[config.mk]
export PLATFORM = sky130hd
export DESIGN_NAME = sram_arbiter
export DESIGN_NICKNAME = d
export VERILOG_FILES = /design/src/rtl/sram_arbiter.sv
export SDC_FILE = /design/constraint.sdc
export NUM_CORES = 1
export LEC_CHECK = 0
export ABC_AREA = 1
export BUFFER_PORTS_ARGS = -buffer_cell sky130_fd_sc_hd__buf_2
export CORE_AREA = 2 2 125 127
export CTS_BUF_LIST = sky130_fd_sc_hd__clkbuf_8
export DETAILED_ROUTE_END_ITERATION = 6
export DIE_AREA = 0 0 127 129
export GPL_TIMING_DRIVEN = 0
export PLACE_DENSITY = 0.44
export SYNTH_ARGS = -nofsm -noshare
export SYNTH_HDL_FRONTEND = slang
export SYNTH_SLANG_ARGS = --single-unit
[constraint.sdc]
create_clock -name clk -period 2.4 [get_ports clk]
set_input_delay 0.36 -clock clk [delete_from_list [all_inputs] [get_ports clk]]
set_output_delay 0.36 -clock clk [all_outputs]
set_load 0.02 [all_outputs]
[src/rtl/sram_arbiter.sv]
// Two-requester arbiter for an SRAM-like port: data-priority grant, hold-until-accept,
// and an in-order source FIFO that routes each response back to its issuer.
module sram_arbiter #(
    parameter int unsigned MAX_OUTSTANDING = 4,
    parameter int unsigned CNT_W           = $clog2(MAX_OUTSTANDING) + 1
) (
    input  logic              clk,
    input  logic              reset,

    input  logic              inst_req,
    input  logic              inst_wr,
    input  logic [1:0]        inst_size,
    input  logic [3:0]        inst_wstrb,
    input  logic [31:0]       inst_addr,
    input  logic [31:0]       inst_wdata,
    output logic              inst_addr_ok,
    output logic              inst_data_ok,
    output logic [31:0]       inst_rdata,

    input  logic              data_req,
    input  logic              data_wr,
    input  logic [1:0]        data_size,
    input  logic [3:0]        data_wstrb,
    input  logic [31:0]       data_addr,
    input  logic [31:0]       data_wdata,
    output logic              data_addr_ok,
    output logic              data_data_ok,
    output logic [31:0]       data_rdata,

    output logic              mem_req,
    output logic              mem_wr,
    output logic [1:0]        mem_size,
    output logic [3:0]        mem_wstrb,
    output logic [31:0]       mem_addr,
    output logic [31:0]       mem_wdata,
    input  logic              mem_addr_ok,
    input  logic              mem_data_ok,
    input  logic [31:0]       mem_rdata,

    output logic [CNT_W-1:0]  outstanding,
    output logic              idle
);

    localparam int unsigned PTR_W = (MAX_OUTSTANDING > 1) ? $clog2(MAX_OUTSTANDING) : 1;

    typedef enum logic [1:0] {
        IDLE   = 2'd0,
        HOLD_I = 2'd1,
        HOLD_D = 2'd2
    } state_t;

    state_t                     state;
    logic [PTR_W-1:0]           wr_ptr;
    logic [PTR_W-1:0]           rd_ptr;
    logic [MAX_OUTSTANDING-1:0] src_q;
    logic [CNT_W-1:0]           count;

    logic full;
    logic nonempty;
    logic grant_valid;
    logic grant_data;
    logic accept;
    logic pop;
    logic head;

    assign full     = (count == CNT_W'(MAX_OUTSTANDING));
    assign nonempty = (count != '0);
    assign head     = src_q[rd_ptr];

    // Grant selection: a held grant wins outright; otherwise data beats inst when not full.
    always_comb begin
        grant_valid = 1'b0;
        grant_data  = 1'b0;
        unique case (state)
            IDLE: begin
                if (!full) begin
                    if (data_req) begin
                        grant_valid = 1'b1;
                        grant_data  = 1'b1;
                    end else if (inst_req) begin
                        grant_valid = 1'b1;
                    end
                end
            end
            HOLD_I: grant_valid = 1'b1;
            HOLD_D: begin
                grant_valid = 1'b1;
                grant_data  = 1'b1;
            end
            default: ;
        endcase
    end

    // Request path is zero-latency; reset forces every handshake low.
    assign mem_req   = grant_valid & ~reset;
    assign mem_wr    = grant_data ? data_wr    : inst_wr;
    assign mem_size  = grant_data ? data_size  : inst_size;
    assign mem_wstrb = grant_data ? data_wstrb : inst_wstrb;
    assign mem_addr  = grant_data ? data_addr  : inst_addr;
    assign mem_wdata = grant_data ? data_wdata : inst_wdata;

    assign accept       = mem_req & mem_addr_ok;
    assign inst_addr_ok = accept & ~grant_data;
    assign data_addr_ok = accept &  grant_data;

    // Responses follow FIFO head; stray responses with nothing outstanding are dropped.
    assign pop          = mem_data_ok & nonempty & ~reset;
    assign inst_data_ok = pop & ~head;
    assign data_data_ok = pop &  head;
    assign inst_rdata   = mem_rdata;
    assign data_rdata   = mem_rdata;

    assign outstanding = count;
    assign idle        = (state == IDLE) && !nonempty;

    always_ff @(posedge clk or posedge reset) begin
        if (reset) begin
            state <= IDLE;
        end else begin
            unique case (state)
                IDLE: begin
                    if (grant_valid && !mem_addr_ok) begin
                        state <= grant_data ? HOLD_D : HOLD_I;
                    end
                end
                HOLD_I, HOLD_D: begin
                    if (mem_addr_ok) begin
                        state <= IDLE;
                    end
                end
                default: state <= IDLE;
            endcase
        end
    end

    // Source-ID FIFO: head is read combinationally before any same-cycle push lands.
    always_ff @(posedge clk or posedge reset) begin
        if (reset) begin
            wr_ptr <= '0;
            rd_ptr <= '0;
            count  <= '0;
            src_q  <= '0;
        end else begin
            if (accept) begin
                src_q[wr_ptr] <= grant_data;
                wr_ptr        <= wr_ptr + PTR_W'(1);
            end
            if (pop) begin
                rd_ptr <= rd_ptr + PTR_W'(1);
            end
            unique case ({accept, pop})
                2'b10:   count <= count + CNT_W'(1);
                2'b01:   count <= count - CNT_W'(1);
                default: ;
            endcase
        end
    end

endmodule
# Word-level counts from Yosys, hierarchy flattened
# Cells that the tools add are included.
# classes
n_addsub,4
n_lt_le_gt_ge,3
n_eq_ne,7
muxes,22
bitwise_logic,11
n_reduce_logical,10
# op_table
op,n
$mux 32,2
$and 1x1->1,8
$mux 1,8
$mux 2,4
$lt 2x3->1 const B,2
$pmux 3 s2,1
$add 2x1->2 const B,2
$bwmux 4,1
$eq 2x1->1 const B,2
$eq 2x2->1 const B,2
$mux 4,1
$ne 2x1->1 const B,2
$pmux 1 s2,2
$pmux 2 s2,1
$add 3x1->3 const B,1
$eq 3x3->1 const B,1
$logic_and 1x1->1,3
$not 1->1,3
$reduce_bool 3->1,1
$sub 3x1->3 const B,1
$bmux 1 s2,1
$demux 1 s2,1
$ge 2x1->1 const B,1
$logic_not 1->1,2
4 further kinds,4
# word_totals
register_bits,13
input_bits,180
out_inout_bits,144
elab_cells,62

# Depth between registers and ports, before layout
# logic_depth
word_depth,8
depth_mapped,13
mapped_depth_nobuf,13

# Worst setup path before layout
# No wires, ideal clock.
# synth_path
path_kind,flip-flop to flip-flop
startpoint,register state[0]
endpoint,"register count[2], in the netlist outstanding[2]"
setup_time_ns,0.131
t_arrival_ns,1.994
required_ns,2.269
slack_ns,0.275
stages_incl_launch_ff,14
path_buffers,0
synth_period_minus_slack_ns,2.125
path_cell_list,dfrtp_1 inv_1 ha_1 inv_2 nor2_1 nand2_1 nand2_2 nand4_4 ha_1 inv_1 fa_1 a21oi_1 o21ai_0 xor2_1
# synth_between
elab_chain_cells,7
word_cells_on_any_way,11
classes_between,eq/ne (4); mux (2); bitwise (2); reduce/logical (3)
# synth_rtl
item,line,text
from (decl),52,state_t state;
from (signal assigned),123,state <= grant_data ? HOLD_D : HOLD_I;
$eq 2x1->1 / $eq 2x2->1 (equally long branches),74,unique case (state)
$reduce_or 2->1 (no line),-,
$pmux 1 s2 (*),74,
$and 1x1->1 (*),95,assign mem_req = grant_valid & ~reset;
$and 1x1->1 (*),102,assign accept = mem_req & mem_addr_ok;
$eq 2x1->1 / $eq 2x2->1 (equally long branches),151,"unique case ({accept, pop})"
$pmux 3 s2 / $reduce_bool 2->1 (equally long branches),-,
to (signal assigned),152,2'b10: count <= count + CNT_W'(1);
to (signal assigned),153,2'b01: count <= count - CNT_W'(1);
to (decl),56,logic [CNT_W-1:0] count;
# Every way passes the cells marked *; elsewhere a longest branch is shown, timed or not.
# A chain may end at the register's enable or synchronous reset.

# Worst setup path after layout
# layout_path
startpoint,register state[0]
endpoint,output port mem_wdata[17]
# layout_between
elab_chain_cells,3
word_cells_on_any_way,4
classes_between,eq/ne (1); mux (2); reduce/logical (1)
# layout_rtl
item,line,text
$eq 2x2->1 / $logic_not 2->1 (equally long branches),74,
$pmux 1 s2 (*),74,
$mux 32 (*),100,assign mem_wdata = grant_data ? data_wdata : inst_wdata;
to (decl),35,"output logic [31:0] mem_wdata,"
# Marks and branches as above.

==> flow_summary.json <==
{
  "fmax_ghz": 0.4489,
  "place_area_um2": 3959,
  "cts-root-buf": "clkbuf_8",
  "fin_area_um2": 4095,
  "internal-power_mw": 1.714,
  "nNetsFinal": 889,
  "p_comb_share_pct": 85.8,
  "finalSetupViolCount": 0,
  "yosys.area.top_type": "nand2_1",
  "timing.final.ws_setup_ns": 0.1724,
  "grt_use_total_pct": 11.92,
  "ys_seq_area_share_pct": 14.35,
  "drive_above_1_share_pct": 56.22,
  "critical_path.max_stage_delay_ns": 0.40,
  "gp_congestion": 0.7744,
  "cts_buffers": 3,
  "status": "complete, no violations",
  "num_rows": 45,
  "setup.worst_path.class": "reg -> out",
  "start_util_pct": 15.14,
  "cpMostUsedCell": "nand2_1",
  "finalHoldViolations": 0,
  "cp-startpoint": "state[0]$_DFFE_PP0P_",
  "io_pins": 324,
  "cp_data_required_time_ns": 2.04,
  "drc_errors": 0,
  "drtIter0Drc": 126,
  "path_delay_family": "buffers and inverters",
  "p_switching_mw": 2.482,
  "ant_nets": 0,
  "min_period_ns": 2.228,
  "seq_power_share_pct": 9.7,
  "worstSetupStartpointType": "flip-flop",
  "p_leak_nw": 2.690,
  "die-area_um2": 16380,
  "critPathBufInv": 5,
  "grt_max_degree": 17,
  "worstPathCellList": "inv_1, ha_4, inv_4, o21bai_4, buf_6, buf_4, nand2_1, nand2_1, buf_2",
  "cp_max_fo": 10,
  "whs_ns": 0.1105,
  "synth_cell_type_count": 25,
  "num_antenna_cells": 0,
  "ir_drop_mv": 0.5877,
  "syn_area_per_cell_um2": 5.696,
  "synth_top_area_share_pct": 37.91,
  "power_density_nw_per_um2": 1025,
  "min_period_over_period_pct": 92.82,
  "syn-num-nets": 587,
  "vias_per_cell": 3.625,
  "drtPass1Iterations": 4,
  "cts_num_sinks": 13,
  "ys_ff_latch": 13,
  "finalMaxSlewViolations": 0,
  "syn_area_um2": 2267,
  "hp-class": "in -> async",
  "clockPowerShare_pct": 4.5,
  "slew_headroom_pct": 73.56,
  "htreeDepth": 1,
  "swShare_pct": 59.14,
  "syn_inst": 398,
  "insertion_delay_ns": 0.24,
  "cts_tree": "built",
  "cp.arrival_ns": 1.87,
  "cap_viol_max_count": 0,
  "clk_path_buf_depth": 2,
  "die_y_um": 129,
  "grt_overflow_total": 0,
  "tightest_slew_ns": 0.3958,
  "via_count": 3215,
  "drt-total-wl_mm": 11.07,
  "clk_pin_slew_ns": 0.06,
  "setup_tns_ns": 0,
  "dp_hpwl_mm": 9.648,
  "antenna_found_initial": 0,
  "crit_path_end_kind": "output port",
  "synthTopCellsByArea": "nand2_1 38%, buf_4 23%, dfrtp_1 14%",
  "die_x_um": 127,
  "fin_worst_skew_ns": 0.001088,
  "cp_slowest_cell": "dfrtp_1",
  "yosys_warnings": 0,
  "syn_to_final_growth_pct": 80.63,
  "first_global_vias": 2903,
  "dpl_worst_slack_ns": -0.08534,
  "io_buffer_count": 291,
  "core_um2": 14980,
  "worstReg2RegStart": "state[1]$_DFFE_PP0P_",
  "grt_pass1_wl_mm": 15.73,
  "drt-wirelength-per-cell_um": 12.48
}
metrics by stage:
stage	power (mW)	cells	utilization [%]
floorplan	2.715	398	-
global placement	3.962	877	26.43
detailed placement	3.924	877	26.43
CTS	4.216	885	27.02
global route	4.631	887	27.34
finish	4.196	887	27.34
layout make-up:
| type | instances | area [um^2] |
|---|---|---|
| fillers | 1741 | 10880 |
| multi-input cells | 282 | 1295 |
| clock inverters | 1 | 3.754 |
| clock buffers | 3 | 41.29 |
| repair buffers | 297 | 1526 |
| well taps | 188 | 235.2 |
| inverters | 24 | 96.34 |
| flip-flops and latches | 13 | 325.3 |
| plain buffers | 79 | 571.8 |
cell usage in the layout (no fill, tap or decap), drive strengths merged:
cell type    n
dfrtp       13
clkbuf       3
clkinvlp     1
fa           1
nand3       11
a31oi        1
nor2        12
xor2         3
inv         24
a22oi        1
nand2      231
nand4        1
xnor2        1
buf        376
o21ai        4
ha           8
a21oi        2
and2         1
o21bai       5
sequential cells by signal, indices dropped and copies added, names as in the netlist:
signal       cells
state            2
outstanding      3
src_q            4
rd_ptr           2
wr_ptr           2
cell usage after synthesis:
| cell type | n |
|---|---|
| a21oi_1 | 2 |
| nand2_1 | 229 |
| ha_1 | 8 |
| xnor2_1 | 1 |
| inv_2 | 3 |
| buf_4 | 68 |
| buf_2 | 10 |
| o21ai_0 | 3 |
| a22oi_1 | 1 |
| nand2_2 | 2 |
| nor2_1 | 11 |
| o21ai_1 | 1 |
| inv_1 | 21 |
| buf_6 | 1 |
| o21bai_1 | 4 |
| dfrtp_1 | 13 |
| a31oi_4 | 1 |
| o21bai_4 | 1 |
| xor2_1 | 3 |
| nor2_4 | 1 |
| nand3_1 | 9 |
| nand4_4 | 1 |
| and2_1 | 1 |
| nand3_2 | 2 |
| fa_1 | 1 |
kinds of logic after synthesis:
family                   synth area share [%]
flip-flops                              14.35
XOR/XNOR                                1.546
AO/OA/AOI/OAI                           4.746
buffers and inverters                   29.19
AND/OR/NAND/NOR                         44.87
adder cells (fa/ha/maj)                 5.298
final timing paths:
kind | end | slack (ns) | cells past startpoint
worst max-delay path | mem_wdata[17] | 0.17 | 9
worst min-delay path | outstanding[1]$_DFFE_PP0P_ | 0.11 | 2
worst max register to register | outstanding[2]$_DFFE_PP0P_ | 0.23 | 13
worst min register to register | outstanding[0]$_DFFE_PP0P_ | 0.50 | 1
max in group asynchronous | wr_ptr[0]$_DFFE_PP0P_ | 2.04 | 2
min in group clk | outstanding[0]$_DFFE_PP0P_ | 0.50 | 1
power groups by stage:
stage | clock [mW] | sequential (mW) | combinational, mW
global placement | 0 | 0.410 | 3.55
global route | 0.208 | 0.420 | 4.00
detailed placement | 0 | 0.407 | 3.52
floorplan | 0 | 0.425 | 2.29
CTS | 0.198 | 0.405 | 3.61
finish | 0.189 | 0.405 | 3.60
repair_timing:
item | 4_1_cts | 5_1_grt
resized for setup | 0 | 5
cloned | 0 | 0
buffers inserted | 4 | 2
pin swaps | 2 | 0
endpoints found under the setup margin | 25 | 72
hold buffers | 0 | 0
routing by layer:
| layer | vias to the layer above | part of all wire (%) | wire, um | track usage, % |
|---|---|---|---|---|
| met2 | 117 | 51 | 5699 | 22.11 |
| met1 | 1359 | 41 | 4527 | 14.87 |
| li1 | 1731 | - | - | - |
| met3 | 8 | 6.5 | 715 | 2.037 |
| met4 | 0 | 1.2 | 129 | 1.487 |
| met5 | - | 0 | 0 | 0 |
Note: power is estimated with default switching activity, not from simulation.
